File: src/rtl/lowspeed_host_if.sv
// Bus bundle for lowspeed_host: command, tx/rx byte streams, response and error flags.
// The master modport is the host side; slave is the command/response environment.
interface lowspeed_host_if;
  logic [7:0]  cmd_opcode_i;
  logic [23:0] cmd_args_i;
  logic [1:0]  cmd_resp_count_i;
  logic        cmd_valid_i;
  logic        cmd_ready_o;

  logic [7:0]  tx_data_o;
  logic        tx_valid_o;
  logic        tx_ready_i;

  logic [7:0]  rx_data_i;
  logic        rx_valid_i;
  logic        rx_ready_o;

  logic [23:0] resp_data_o;
  logic [1:0]  resp_count_o;
  logic        resp_timeout_o;
  logic        resp_valid_o;
  logic        resp_ready_i;

  logic        errors_clear_i;
  logic        error_timeout_o;
  logic        error_unexpected_rx_o;

  modport master (
    input  cmd_opcode_i, cmd_args_i, cmd_resp_count_i, cmd_valid_i,
    output cmd_ready_o,
    output tx_data_o, tx_valid_o,
    input  tx_ready_i,
    input  rx_data_i, rx_valid_i,
    output rx_ready_o,
    output resp_data_o, resp_count_o, resp_timeout_o, resp_valid_o,
    input  resp_ready_i,
    input  errors_clear_i,
    output error_timeout_o, error_unexpected_rx_o
  );

  modport slave (
    output cmd_opcode_i, cmd_args_i, cmd_resp_count_i, cmd_valid_i,
    input  cmd_ready_o,
    input  tx_data_o, tx_valid_o,
    output tx_ready_i,
    output rx_data_i, rx_valid_i,
    input  rx_ready_o,
    input  resp_data_o, resp_count_o, resp_timeout_o, resp_valid_o,
    output resp_ready_i,
    output errors_clear_i,
    input  error_timeout_o, error_unexpected_rx_o
  );
endinterface

File: src/rtl/lowspeed_host.sv
// Low-speed command host: sends opcode + 0..3 argument bytes, collects 0..3 response
// bytes with a per-byte timeout, then presents the response until accepted.
module lowspeed_host #(
  parameter logic [23:0] TIMEOUT_CYCLES = 24'd1000000
) (
  input logic            clock,
  input logic            reset,
  lowspeed_host_if.master bus
);

  typedef enum logic [2:0] {
    StIdle   = 3'd0,
    StOpcode = 3'd1,
    StArgs   = 3'd2,
    StResp   = 3'd3,
    StDone   = 3'd4
  } state_t;

  state_t      state, state_next;
  logic [7:0]  opcode, opcode_next;
  logic [23:0] args, args_next;
  logic [1:0]  resp_expected, resp_expected_next;
  logic [1:0]  arg_left, arg_left_next;
  logic [1:0]  rx_count, rx_count_next;
  logic [23:0] resp_data, resp_data_next;
  logic [1:0]  resp_count, resp_count_next;
  logic        resp_timeout, resp_timeout_next;
  logic [23:0] timer, timer_next;
  logic        err_timeout, err_timeout_next;
  logic        err_unexpected, err_unexpected_next;
  logic        timeout_set, unexpected_set;
  logic [23:0] args_shifted;

  // Current argument byte: arg_left counts down, so the most significant byte goes first.
  assign args_shifted = args >> {arg_left - 2'd1, 3'b000};

  // State register.
  always_ff @(posedge clock) begin
    if (!reset) begin
      state <= StIdle;
    end else begin
      state <= state_next;
    end
  end

  // Datapath, response and sticky error registers.
  always_ff @(posedge clock) begin
    if (!reset) begin
      opcode         <= 8'd0;
      args           <= 24'd0;
      resp_expected  <= 2'd0;
      arg_left       <= 2'd0;
      rx_count       <= 2'd0;
      resp_data      <= 24'd0;
      resp_count     <= 2'd0;
      resp_timeout   <= 1'b0;
      timer          <= 24'd0;
      err_timeout    <= 1'b0;
      err_unexpected <= 1'b0;
    end else begin
      opcode         <= opcode_next;
      args           <= args_next;
      resp_expected  <= resp_expected_next;
      arg_left       <= arg_left_next;
      rx_count       <= rx_count_next;
      resp_data      <= resp_data_next;
      resp_count     <= resp_count_next;
      resp_timeout   <= resp_timeout_next;
      timer          <= timer_next;
      err_timeout    <= err_timeout_next;
      err_unexpected <= err_unexpected_next;
    end
  end

  // Next-state logic and handshake outputs.
  always_comb begin
    state_next         = state;
    opcode_next        = opcode;
    args_next          = args;
    resp_expected_next = resp_expected;
    arg_left_next      = arg_left;
    rx_count_next      = rx_count;
    resp_data_next     = resp_data;
    resp_count_next    = resp_count;
    resp_timeout_next  = resp_timeout;
    timer_next         = timer;
    timeout_set        = 1'b0;
    unexpected_set     = 1'b0;
    bus.cmd_ready_o    = 1'b0;
    bus.tx_valid_o     = 1'b0;
    bus.tx_data_o      = opcode;
    bus.rx_ready_o     = 1'b0;

    case (state)
      StIdle: begin
        bus.cmd_ready_o = 1'b1;
        bus.rx_ready_o  = 1'b1;
        unexpected_set  = bus.rx_valid_i;
        if (bus.cmd_valid_i) begin
          opcode_next        = bus.cmd_opcode_i;
          args_next          = bus.cmd_args_i;
          resp_expected_next = bus.cmd_resp_count_i;
          arg_left_next      = bus.cmd_opcode_i[7:6];
          rx_count_next      = 2'd0;
          resp_data_next     = 24'd0;
          resp_count_next    = 2'd0;
          resp_timeout_next  = 1'b0;
          state_next         = StOpcode;
        end
      end
      StOpcode: begin
        bus.tx_valid_o = 1'b1;
        bus.tx_data_o  = opcode;
        bus.rx_ready_o = 1'b1;
        unexpected_set = bus.rx_valid_i;
        if (bus.tx_ready_i) begin
          timer_next = 24'd0;
          state_next = (opcode[7:6] != 2'd0) ? StArgs : StResp;
        end
      end
      StArgs: begin
        bus.tx_valid_o = 1'b1;
        bus.tx_data_o  = args_shifted[7:0];
        bus.rx_ready_o = 1'b1;
        unexpected_set = bus.rx_valid_i;
        if (bus.tx_ready_i) begin
          arg_left_next = arg_left - 2'd1;
          timer_next    = 24'd0;
          if (arg_left == 2'd1) begin
            state_next = StResp;
          end
        end
      end
      StResp: begin
        if (resp_expected == 2'd0) begin
          state_next = StDone;
        end else begin
          bus.rx_ready_o = 1'b1;
          // An accepted byte takes priority over a coincident timeout.
          if (bus.rx_valid_i) begin
            resp_data_next  = resp_data | ({16'd0, bus.rx_data_i} << {rx_count, 3'b000});
            rx_count_next   = rx_count + 2'd1;
            resp_count_next = rx_count + 2'd1;
            timer_next      = 24'd0;
            if (rx_count + 2'd1 == resp_expected) begin
              state_next = StDone;
            end
          end else if ((TIMEOUT_CYCLES != 24'd0) && (timer == TIMEOUT_CYCLES)) begin
            resp_timeout_next = 1'b1;
            timeout_set       = 1'b1;
            state_next        = StDone;
          end else begin
            timer_next = timer + 24'd1;
          end
        end
      end
      StDone: begin
        if (bus.resp_ready_i) begin
          state_next = StIdle;
        end
      end
      default: begin
        state_next = StIdle;
      end
    endcase

    // A new error event wins over a coincident clear.
    err_timeout_next    = (err_timeout & ~bus.errors_clear_i) | timeout_set;
    err_unexpected_next = (err_unexpected & ~bus.errors_clear_i) | unexpected_set;
  end

  assign bus.resp_valid_o          = (state == StDone);
  assign bus.resp_data_o           = resp_data;
  assign bus.resp_count_o          = resp_count;
  assign bus.resp_timeout_o        = resp_timeout;
  assign bus.error_timeout_o       = err_timeout;
  assign bus.error_unexpected_rx_o = err_unexpected;

endmodule

File: src/flat_wrapper.sv
// flat-port wrapper written by rule: the top's interface ports become plain ports
module lowspeed_host_flat 
#(
  parameter logic [23:0] TIMEOUT_CYCLES = 24'd1000000
)
  (clock, reset, bus_cmd_opcode_i, bus_cmd_args_i, bus_cmd_resp_count_i, bus_cmd_valid_i, bus_cmd_ready_o, bus_tx_data_o, bus_tx_valid_o, bus_tx_ready_i, bus_rx_data_i, bus_rx_valid_i, bus_rx_ready_o, bus_resp_data_o, bus_resp_count_o, bus_resp_timeout_o, bus_resp_valid_o, bus_resp_ready_i, bus_errors_clear_i, bus_error_timeout_o, bus_error_unexpected_rx_o);
  lowspeed_host_if bus_i ();
  input logic clock;
  input logic reset;
  input wire logic [$bits(bus_i.cmd_opcode_i)-1:0] bus_cmd_opcode_i;
  input wire logic [$bits(bus_i.cmd_args_i)-1:0] bus_cmd_args_i;
  input wire logic [$bits(bus_i.cmd_resp_count_i)-1:0] bus_cmd_resp_count_i;
  input wire logic [$bits(bus_i.cmd_valid_i)-1:0] bus_cmd_valid_i;
  output wire logic [$bits(bus_i.cmd_ready_o)-1:0] bus_cmd_ready_o;
  output wire logic [$bits(bus_i.tx_data_o)-1:0] bus_tx_data_o;
  output wire logic [$bits(bus_i.tx_valid_o)-1:0] bus_tx_valid_o;
  input wire logic [$bits(bus_i.tx_ready_i)-1:0] bus_tx_ready_i;
  input wire logic [$bits(bus_i.rx_data_i)-1:0] bus_rx_data_i;
  input wire logic [$bits(bus_i.rx_valid_i)-1:0] bus_rx_valid_i;
  output wire logic [$bits(bus_i.rx_ready_o)-1:0] bus_rx_ready_o;
  output wire logic [$bits(bus_i.resp_data_o)-1:0] bus_resp_data_o;
  output wire logic [$bits(bus_i.resp_count_o)-1:0] bus_resp_count_o;
  output wire logic [$bits(bus_i.resp_timeout_o)-1:0] bus_resp_timeout_o;
  output wire logic [$bits(bus_i.resp_valid_o)-1:0] bus_resp_valid_o;
  input wire logic [$bits(bus_i.resp_ready_i)-1:0] bus_resp_ready_i;
  input wire logic [$bits(bus_i.errors_clear_i)-1:0] bus_errors_clear_i;
  output wire logic [$bits(bus_i.error_timeout_o)-1:0] bus_error_timeout_o;
  output wire logic [$bits(bus_i.error_unexpected_rx_o)-1:0] bus_error_unexpected_rx_o;
  assign bus_i.cmd_opcode_i = bus_cmd_opcode_i;
  assign bus_i.cmd_args_i = bus_cmd_args_i;
  assign bus_i.cmd_resp_count_i = bus_cmd_resp_count_i;
  assign bus_i.cmd_valid_i = bus_cmd_valid_i;
  assign bus_cmd_ready_o = bus_i.cmd_ready_o;
  assign bus_tx_data_o = bus_i.tx_data_o;
  assign bus_tx_valid_o = bus_i.tx_valid_o;
  assign bus_i.tx_ready_i = bus_tx_ready_i;
  assign bus_i.rx_data_i = bus_rx_data_i;
  assign bus_i.rx_valid_i = bus_rx_valid_i;
  assign bus_rx_ready_o = bus_i.rx_ready_o;
  assign bus_resp_data_o = bus_i.resp_data_o;
  assign bus_resp_count_o = bus_i.resp_count_o;
  assign bus_resp_timeout_o = bus_i.resp_timeout_o;
  assign bus_resp_valid_o = bus_i.resp_valid_o;
  assign bus_i.resp_ready_i = bus_resp_ready_i;
  assign bus_i.errors_clear_i = bus_errors_clear_i;
  assign bus_error_timeout_o = bus_i.error_timeout_o;
  assign bus_error_unexpected_rx_o = bus_i.error_unexpected_rx_o;
  lowspeed_host #(.TIMEOUT_CYCLES(TIMEOUT_CYCLES)) u_core (.clock(clock), .reset(reset), .bus(bus_i));
endmodule
File: config.mk
export PLATFORM = sky130hd
export DESIGN_NAME = lowspeed_host_flat
export DESIGN_NICKNAME = d
export VERILOG_FILES = /design/src/rtl/lowspeed_host_if.sv /design/src/rtl/lowspeed_host.sv /design/src/flat_wrapper.sv
export SDC_FILE = /design/constraint.sdc
export NUM_CORES = 1
export LEC_CHECK = 0
export BUFFER_PORTS_ARGS = -buffer_cell sky130_fd_sc_hd__buf_2
export CAP_MARGIN = 10
export CORE_ASPECT_RATIO = 0.75
export CORE_UTILIZATION = 50
export DETAILED_ROUTE_END_ITERATION = 10
export PLACE_DENSITY = 0.74
export SETUP_SLACK_MARGIN = 0.1
export SKIP_CTS_REPAIR_TIMING = 1
export SLEW_MARGIN = 20
export SYNTH_ARGS = -nofsm -noshare
export SYNTH_HDL_FRONTEND = slang
export SYNTH_SLANG_ARGS = --single-unit
File: constraint.sdc
create_clock -name clock -period 5.93 [get_ports clock]
set_clock_uncertainty 0.2 [all_clocks]
set_input_delay 0.593 -clock clock [delete_from_list [all_inputs] [get_ports clock]]
set_output_delay 0.593 -clock clock [all_outputs]
set_load 0.01 [all_outputs]
==> Word-level counts from Yosys, hierarchy flattened <==
Cells that the tools add are included.
{ "totals": {"reg_bits": 92, "latch_bits": 0, "ram_bits": 0, "rom_bits": 0, "output_inout_bits": 41, "elab_cells": 98, "memories": 0} }
{ "op_classes": {"addsub": 3, "multipliers": 0, "n_div": 0, "magnitude_cmp": 0, "eq_ne": 20, "n_shift": 2, "n_mux": 42, "n_bitwise": 6, "n_reduce_logical": 14} }
{ "ops": {"columns": ["op", "n"], "rows": [
  ["two-way mux 24 bit", 7],
  ["one-hot mux 24 bit (2 select lines)", 2],
  ["two-way mux 3 bit", 9],
  ["adder 24 x 1 -> 24 bit (second input constant)", 1],
  ["== test 24 x 20 -> 1 bit (second input constant)", 1],
  ["bitwise OR 24 bit", 1],
  ["<< shifter 8 x 5 -> 24 bit", 1],
  ["right shift 24 x 5 -> 8 bit", 1],
  ["one-hot mux 3 bit (5 select lines)", 1],
  ["two-way mux 1 bit", 13],
  ["!= test 2 bit (second input constant)", 6],
  ["two-way mux 2 bit", 5],
  ["two-way mux 8 bit", 1],
  ["!= test 2 x 1 -> 1 bit (second input constant)", 4],
  ["!= test 4 x 2 -> 1 bit (second input constant)", 2],
  ["one-hot mux 2 bit (2 select lines)", 2],
  ["AND reduction 4 bit", 2],
  ["nonzero test 2 bit", 4],
  ["AND reduction 7 bit", 1],
  ["== test 3 x 2 -> 1 bit (second input constant)", 2],
  ["AND reduction 5 bit", 1],
  ["one-hot mux 1 bit (2 select lines)", 2],
  ["== test 3 x 1 -> 1 bit (second input constant)", 1],
  ["== test 3 bit (second input constant)", 1],
  ["other kinds (14)", 16]
]} }

==> Depth between registers and ports, before layout <==
{ "logic_depth": {"word_depth": 6, "ltp_mapped": 9} }

==> Worst setup path before layout <==
Ideal clock, no wire load.
{ "synth_path": {"path_kind": "flip-flop to output port", "from": "register u_core.state[1]", "to": "output bus_tx_data_o[5]", "t_arrival_ns": 1.767, "t_required_ns": 5.137, "path_slack_ns": 3.370, "path_stages_with_launch": 7, "cell_sequence": "dfxtp_1 > buf_2 > clkbuf_1 > nor3b_2 > clkbuf_1 > nor2_1 > a21oi_1"} }
{ "synth_between": {"elab_chain_len": 2} }
{ "synth_lines": {"columns": ["element", "line", "source"], "rows": [
  ["start: declaration", "lowspeed_host.sv:19", "state_t state, state_next;"],
  ["start signal: assignment", "lowspeed_host.sv:40", "state <= StIdle;"],
  ["start signal: assignment", "lowspeed_host.sv:42", "state <= state_next;"],
  ["== test 3 x 2 -> 1 bit", "lowspeed_host.sv:94", "case (state)"],
  ["two-way mux 8 bit", "lowspeed_host.sv:94", null],
  ["end: declaration", "flat_wrapper.sv:15", "output wire logic [$bits(bus_i.tx_data_o)-1:0] bus_tx_data_o;"]
]} }
Every way passes these cells.

==> Worst setup path in the final report <==
{ "layout_path": {"from": "register u_core.state[1]", "to": "output bus_tx_data_o[7]"} }
Same word-level chain as after synthesis.

==> results.tsv <==
stage	metric	value	unit
critical_path	required	5.14	ns
layout	finalNonFillerCells	672	
critical_path	cp.depth	4	
critical_path	critPathTopFamily	simple AND/OR/NAND/NOR gates	
synthesis	syn_inst	491	
critical_path	worstSetupStartpoint	u_core.state[1]	
worst_hold_path	hold_depth	2	
critical_path	critPathMaxFanout	18	
timing	tns	0	ns
global_routing	grt_util_all_layers	0.232	
worst_hold_path	hold_end	u_core.bus.resp_timeout_o	
synthesis	synth_nets	543	
timing	hold_ws	0.264	ns
clock_tree	htreeDepth	3	
timing	worstMarginPinSlew	1.06	ns
place	gp_congestion	0.803	
die	fp.dieH	82.4	um
clock_tree	insertion_delay	0.34	ns
die	die_x	109	um
global_routing	antenna_found_initial	1	
synthesis	synth_edf_count	0	
global_routing	grt_overflow_total	0	
clock_tree	cts.reportedPaths.clkPinSlew	0.07	ns
global_routing	grt_max_degree	51	
synthesis	ys_types	63	
die	core_area	0.00813	mm2
job	cap_violations	0	
synthesis	ys_ff_latch	92	
critical_path	cp.arrival	2.44	ns
timing	min_period	3.23	ns
synthesis	synthFlopType	dfxtp_1	
layout	layout_common_cells	nand2_1, dfxtp_1, buf_2	
critical_path	cp_num_buf_inv	1	
timing	fmaxAchievable	310	MHz
critical_path	crit_chain	nor3b_2 -> nor2_1 -> a21oi_1 -> buf_2	
synthesis	ys_seq_area_frac	0.427	
die	io_pins	90	
clock_tree	cts_made_buffers	9	
synthesis	syn_area_per_cell	8.78	um2
clock_tree	cts_root_buf	clkbuf_16	
place	dpl.hpwl	7180	um
routing	drt_iter0_drc	227	
die	row_count	28	
timing	final-setup-viol-count	0	
power_and_ir_drop	ir_drop	259	uV
synthesis	synth_area_leaders	dfxtp_1, nand2_1, a21boi_0	
critical_path	rr_endpoint	u_core.timer[19]	
critical_path	start_kind	register	
clock_tree	cts_tree	yes	
timing	period_share	0.544	
clock_tree	cts.sinks	92	
critical_path	rr_startpoint	u_core.state[1]	
routing	ant_nets	0	
place	io_buffers	89	
timing	rsz0062_at_grt	false	
synthesis	synth_top_cell_area_share	0.427	
timing	slew-limit-headroom	0.292	
synthesis	async_flop_share	0	
global_routing	grt_pass1_wl	16300	um
routing	firstDrtPassIters	4	
synthesis	synth.cell_area	0.00431	mm2
global_routing	grt_pass1_vias	3468	
routing	vias	3883	
critical_path	endpoint_kind	output port	
power_and_ir_drop	power	1.84	mW
timing	hold_viol_final	0	
synthesis	yosys_warnings	0	
synthesis	synth_top_cell_by_area	dfxtp_1	
critical_path	slowest_delay	0.96	ns
die	dieArea	0.00900	mm2
critical_path	r2r_cells	5	
place	dpl.cell_count	655	
routing	viasPerCell	5.78	
timing	slew_violations	0	
die	initial_core_util	0.530	
routing	drc	0	
power_and_ir_drop	power.density	365	mW/mm2
layout	syn_to_final_growth	16.8	%
worst_hold_path	hp-class	register to register	
critical_path	r2r_slack	2.87	ns
run_status	status	finished, final reports clean	
layout	layout.nets	613	
routing	finalWirelength	10200	um
critical_path	slowest_stage	nor3b_2	
routing	wl_per_cell	15.2	um
power_and_ir_drop	p_leak	1.98	nW
layout	drive_gt1_frac	0.230	
critical_path	worstSetupPathType	register to output port	
worst_hold_path	min-delay-start	u_core.bus.resp_timeout_o	
layout	layout_commonest_cell	nand2_1	
clock_tree	clk_path_buf_depth	2	
layout	fin_util	0.620	
## routing by layer
metal	up-vias	track usage	wire [um]
met4	0	0.0533	77
met2	147	0.370	4530
li1	1907	-	-
met3	13	0.0612	666
met1	1816	0.314	4920
met5	-	0	0
## state kept, by name, indices dropped and copies added (netlist names)
name,cells
u_core.bus.resp_data_o,24
u_core.args,24
u_core.rx_count,2
u_core.bus.resp_timeout_o,1
u_core.timer,24
u_core.opcode,8
u_core.bus.error_timeout_o,1
u_core.resp_expected,2
u_core.bus.error_unexpected_rx_o,1
u_core.state,3
u_core.arg_left,2
## kinds of logic after synthesis
logic type	count (synthesis)	synth area share
buffers and inverters	37	0.0398
DFF	92	0.427
muxes	18	0.0444
AOI/OAI and AO/OA	127	0.214
and+or+nand+nor	207	0.251
xor gates and xnor gates	7	0.0142
adders and majority gates	3	0.00871
## through the flow
step	worst slack, ns	area, um2
finish	2.70	5040
global route	2.50	5030
CTS	2.71	5030
detailed placement	2.95	4750
global placement	2.99	4750
floorplan	3.37	4310
## where the power goes
part,internal (mW),total [mW],switching [mW]
combinational,0.207,0.533,0.326
clock,0.290,0.545,0.255
sequential,0.687,0.761,0.0741
total,1.18,1.84,0.655
## tightest hold or removal path: cells and delay by family, from the launching register on
family             cells  cell delay (ns)
and+or+nand+nor        1             0.05
DFF                    1             0.31
AOI/OAI and AO/OA      1             0.05
## synthesized netlist by cell type, types with 3 or more instances
cell,count
nor2b_1,7
xor2_1,4
o41ai_1,3
nor3_1,9
dfxtp_1,92
nand2_1,93
a21boi_0,35
and3_1,6
ha_1,3
nor4_1,3
o31ai_1,6
nand3_1,8
a21oi_1,28
inv_1,5
xnor2_1,3
mux2_2,9
nand4bb_1,3
nand4_1,3
a22o_1,16
and4_1,6
buf_2,7
a21oi_2,4
nor2_1,29
or3_1,8
mux2i_1,9
clkbuf_1,20
and2_1,3
or4b_1,4
a22oi_1,9
buf_1,3
or4_1,5
o21a_1,4
o21ai_1,4
## layout make-up
class	instances	area (um2)
clock buffer	9	225
inverter	5	18.8
multi-input combinational	362	2300
fill	755	3090
sequential	92	1840
clock inverter	7	57.6
timing repair buffer	91	460
antenna	1	2.50
tap	105	131
## worst max path at each step
| stage | endpoint | slack (ns) |
|---|---|---|
| CTS | bus_tx_data_o[2] | 2.71 |
| finish | bus_tx_data_o[7] | 2.70 |
| detailed placement | u_core.timer[23] | 2.95 |
| global route | bus_tx_data_o[0] | 2.50 |
| floorplan | bus_tx_data_o[5] | 3.37 |
| global placement | u_core.timer[23] | 2.99 |
Note: power is estimated with default switching activity, not from simulation.
